==> src/rtl/abs_diff_arbiter.sv <==
// Round-robin arbiter sharing one |a-b| datapath between NUM_REQ requesters; results tagged with requester id.
// Latency: accepted on edge t, result register valid after edge t+1; one result per cycle sustained.
// Backpressure: res_valid && !res_ready freezes both stages and forces req_ready to zero.
module abs_diff_arbiter #(
    parameter int pixelBitWidth = 14,
    parameter int NUM_REQ       = 4
) (
    input  logic                             clk,
    input  logic                             rst_n,
    input  logic [NUM_REQ-1:0]               req_valid,
    output logic [NUM_REQ-1:0]               req_ready,
    input  logic [NUM_REQ*pixelBitWidth-1:0] req_a,
    input  logic [NUM_REQ*pixelBitWidth-1:0] req_b,
    output logic                             res_valid,
    input  logic                             res_ready,
    output logic [pixelBitWidth-2:0]         res_data,
    output logic [2:0]                       res_id,
    output logic                             busy
);
    localparam int W   = pixelBitWidth;
    localparam int IDW = (NUM_REQ > 4) ? 3 : ((NUM_REQ > 2) ? 2 : 1);

    logic [IDW-1:0] ptr;
    logic [IDW:0]   cand_sum;
    logic [IDW-1:0] cand;
    logic           gnt_vld;
    logic [IDW-1:0] gnt_idx;
    logic           advance;
    logic           xfer;
    logic [W-1:0]   a_sel;
    logic [W-1:0]   b_sel;

    logic           s1_valid;
    logic [W-1:0]   s1_a;
    logic [W-1:0]   s1_b;
    logic [IDW-1:0] s1_id;
    logic           s2_valid;
    logic [W-2:0]   s2_data;
    logic [IDW-1:0] s2_id;

    logic [W-1:0]   diff;
    logic [W-1:0]   mag;

    // Scan from the farthest candidate back to ptr so the nearest valid one wins.
    always_comb begin
        gnt_vld  = 1'b0;
        gnt_idx  = '0;
        cand_sum = '0;
        cand     = '0;
        for (int k = NUM_REQ - 1; k >= 0; k--) begin
            cand_sum = {1'b0, ptr} + (IDW+1)'(k);
            if (cand_sum >= (IDW+1)'(NUM_REQ))
                cand_sum = cand_sum - (IDW+1)'(NUM_REQ);
            cand = cand_sum[IDW-1:0];
            if (req_valid[cand]) begin
                gnt_vld = 1'b1;
                gnt_idx = cand;
            end
        end
    end

    assign advance = !(s2_valid && !res_ready);
    // Gating with rst_n keeps req_ready low while reset is held.
    assign xfer    = gnt_vld && advance && rst_n;

    always_comb begin
        req_ready = '0;
        a_sel     = '0;
        b_sel     = '0;
        for (int i = 0; i < NUM_REQ; i++) begin
            if (gnt_idx == IDW'(i)) begin
                req_ready[i] = xfer;
                a_sel        = req_a[i*W +: W];
                b_sel        = req_b[i*W +: W];
            end
        end
    end

    assign diff = s1_a - s1_b;
    assign mag  = diff[W-1] ? (~diff + 1'b1) : diff;

    always_ff @(posedge clk or negedge rst_n) begin
        if (!rst_n) begin
            ptr      <= '0;
            s1_valid <= 1'b0;
            s1_a     <= '0;
            s1_b     <= '0;
            s1_id    <= '0;
            s2_valid <= 1'b0;
            s2_data  <= '0;
            s2_id    <= '0;
        end else if (advance) begin
            if (xfer)
                ptr <= (gnt_idx == IDW'(NUM_REQ - 1)) ? '0 : gnt_idx + 1'b1;
            s1_valid <= xfer;
            s1_a     <= a_sel;
            s1_b     <= b_sel;
            s1_id    <= gnt_idx;
            s2_valid <= s1_valid;
            s2_data  <= mag[W-2:0];
            s2_id    <= s1_id;
        end
    end

    always_comb begin
        res_id          = '0;
        res_id[IDW-1:0] = s2_id;
    end

    assign res_valid = s2_valid;
    assign res_data  = s2_data;
    assign busy      = s1_valid | s2_valid;

endmodule

==> config.mk <==
export PLATFORM = sky130hd
export DESIGN_NAME = abs_diff_arbiter
export DESIGN_NICKNAME = d
export VERILOG_FILES = /design/src/rtl/abs_diff_arbiter.sv
export SDC_FILE = /design/constraint.sdc
export NUM_CORES = 1
export LEC_CHECK = 0
export ABC_AREA = 1
export CORE_ASPECT_RATIO = 0.5
export CORE_MARGIN = 2
export CORE_UTILIZATION = 45
export DETAILED_ROUTE_END_ITERATION = 7
export GPL_TIMING_DRIVEN = 0
export PLACE_DENSITY_LB_ADDON = 0.12
export RECOVER_POWER = 25
export SYNTH_ARGS = -nofsm -noshare
export SYNTH_HDL_FRONTEND = slang
export SYNTH_SLANG_ARGS = --single-unit
export TNS_END_PERCENT = 50
==> constraint.sdc <==
create_clock -name clk -period 3.1 [get_ports clk]
set_input_delay 0.31 -clock clk [delete_from_list [all_inputs] [get_ports clk]]
set_output_delay 0.31 -clock clk [all_outputs]
set_load 0.02 [all_outputs]
==> results.cfg <==
[timing]
min_period_ns = 2.88
hold_violations = 0
period_share_pct = 93.1
holdWs_ns = 0.425
setup_ws_ns = 0.215
worst_slew_pin_slew_ns = 1.74
fin_setup_tns_ns = 0
fin_skew_ns = 0.00552
maxSlewViolCount = 40
setup_viol = 0
relSlewSlack_pct = -16.2
timing.fmax_mhz = 347

[cells_and_area]
drive_gt1_share_pct = 7.96
nets = 815
final_area_mm2 = 0.00560
syn_to_final_growth_pct = 46.9
mostFrequentLayoutCells = clkdlybuf4s50_1 (134), nand2_1 (127), inv_1 (57)
diodes = 0
layout_commonest_cell = clkdlybuf4s50_1
n_fill_cell = 717

[global_routing]
antenna_found_initial = 0
grt_pass1_wl_mm = 20.2
globalRoute.totalOverflow = 0
grt_max_degree = 40
track_usage_pct = 27.5
grt_pass1_vias = 4068

[placement]
dp_slack_ns = -0.777
routabilityCongestion = 0.897
dpl-instance-area_mm2 = 0.00536
port_buffers = 139
hpwl_mm = 9.96

[synth]
synthesis.area_per_instance_um2 = 7.21
synth_edf_count = 0
yosysSeqAreaShare_pct = 32.2
synth_cell_type_count = 36
async_flop_share_pct = 100
syn_nets = 667
netlist_area_mm2 = 0.00381
synth_warnings = 0
synth_seq_cells = 49
syn_inst = 529
synth_flop_cell = dfrtp_1

[clock_tree]
clk_path_buf_depth = 2
clock_latency_ns = 0.29
cts.reportedPaths.clkPinSlew_ns = 0.07
cts_buffers = 5
cts_tree = yes
htree_levels = 2
clock_sinks = 49
cts_root_buf = clkbuf_16

[critical_path]
path_class = flip-flop to primary output
setup.worst_path.start_class = flip-flop
critPathArrivalTime_ns = 2.57
crit_fanout = 10
cp-end-kind = primary output
cp.required_ns = 2.79

[drt]
dr.first_iter.drc_count = 219
first_pass_iters = 8
wl_per_cell_um = 15.7
routed_via_density = 5.41
top_layer_used = met4
drc = 2
dr_total_vias = 4277
drt-met1-wl_mm = 5.61
ant_nets = 0
dr_wl_met3_mm = 1.09
dr_wl_met2_mm = 5.50
wirelength_mm = 12.4

[hold_path]
min_path_type = input port to async pin

[floorplanning]
core-area_mm2 = 0.00812
io-pin-count = 141
dieArea_mm2 = 0.00927
rows = 23
fp.dieW_um = 134
start_util_pct = 47.0
die_height_um = 69.1

[run]
maxCapViolCount = 1

[run_status]
status = complete, but fails checks
violations = design-rule violations, max-capacitance violations, max-slew violations
-- what timing repair did --
item                                   in CTS  in global routing
endpoints found under the hold margin      10                  0
setup endpoints to repair                  24                 24
hold buffers                                1                  0
gates resized for setup                    22                 20
setup buffers                               1                  0
-- Yosys cell counts, drive strengths merged (2+ instances only) --
master | number | area share [%]
nand2 | 138 | 14
inv | 61 | 6.0
a21oi | 51 | 6.9
dfrtp | 49 | 32
nor2 | 45 | 4.8
nand3 | 30 | 4.2
a221o | 28 | 7.4
o211ai | 28 | 5.5
clkbuf | 23 | 2.3
ha | 18 | 5.9
o21ai | 14 | 1.8
a22oi | 13 | 2.6
buf | 6 | 1.2
xnor2 | 4 | 0.92
xor2 | 4 | 0.92
nand3b | 3 | 0.59
nand4 | 3 | 0.49
o21bai | 2 | 0.39
-- flip-flops by register name, indices dropped and copies added (netlist names) --
| register | flops |
|---|---|
| s2_id | 2 |
| s1_b | 14 |
| res_data | 13 |
| s1_id | 2 |
| ptr | 2 |
| s1_a | 14 |
| s1_valid | 1 |
| res_valid | 1 |
-- logic make-up after synthesis --
family,count (synthesis),synth area share (%)
AO/OA/AOI/OAI,139,25.1
XOR/XNOR,8,1.84
adder cells (fa/ha/maj),19,6.43
buffers and inverters,91,9.62
flip-flops,49,32.2
other,1,0.0984
AND/OR/NAND/NOR,222,24.7
-- routing by layer --
layer | up-vias | track usage, %
met2 | 158 | 42.4
met1 | 1999 | 38.9
met4 | 0 | 6.20
li1 | 2102 | -
met3 | 18 | 7.21
met5 | - | 0
-- worst max-delay path, stage by stage, from the launching register on --
cell,delay [ns]
dfrtp_1,0.37
buf_4,0.17
inv_2,0.10
nand2_1,0.08
o21ai_2,0.09
nand2_1,0.10
nand2_1,0.08
nand3_1,0.06
nand2_1,0.06
inv_1,0.05
o21ai_2,0.17
inv_1,0.14
ha_2,0.23
buf_6,0.15
buf_4,0.17
inv_1,0.06
nor2_1,0.04
buf_2,0.17
-- cell type report --
cell class	instances	area, um^2	share of cell area [%]
Buffer	28	165	2.95
Sequential cell	49	1230	21.9
Tap cell	112	140	2.50
Clock buffer	6	139	2.48
Clock inverter	2	37.5	0.670
Multi-Input combinational cell	389	2250	40.2
Timing Repair Buffer	142	1400	25.1
Inverter	62	236	4.22
-- final timing paths --
check | startpoint | end | slack, ns | depth (start not counted)
max | ptr[0]$_DFFE_PN0P_ | req_ready[1] | 0.22 | 17
min | rst_n | s1_a[5]$_DFFE_PN0N_ | 0.42 | 2
max reg2reg | ptr[0]$_DFFE_PN0P_ | s1_b[10]$_DFFE_PN0N_ | 0.26 | 17
min reg2reg | s1_valid$_DFFE_PN0N_ | res_valid$_DFFE_PN0N_ | 0.46 | 2
max in group asynchronous | rst_n | res_valid$_DFFE_PN0N_ | 0.64 | 3
min in group clk | s1_valid$_DFFE_PN0N_ | res_valid$_DFFE_PN0N_ | 0.46 | 2
-- per-stage QoR --
step / util (%) / instances
2_1_floorplan: - / 529
3_3_place_gp: 65.8 / 780
3_5_place_dp: 66.0 / 781
4_1_cts: 68.9 / 790
5_1_grt: 69.0 / 790
6_report: 69.0 / 790
Power is left out: the tool's default activity adds up to more than one toggle a clock period on the data nets, which glitch-free logic cannot reach.
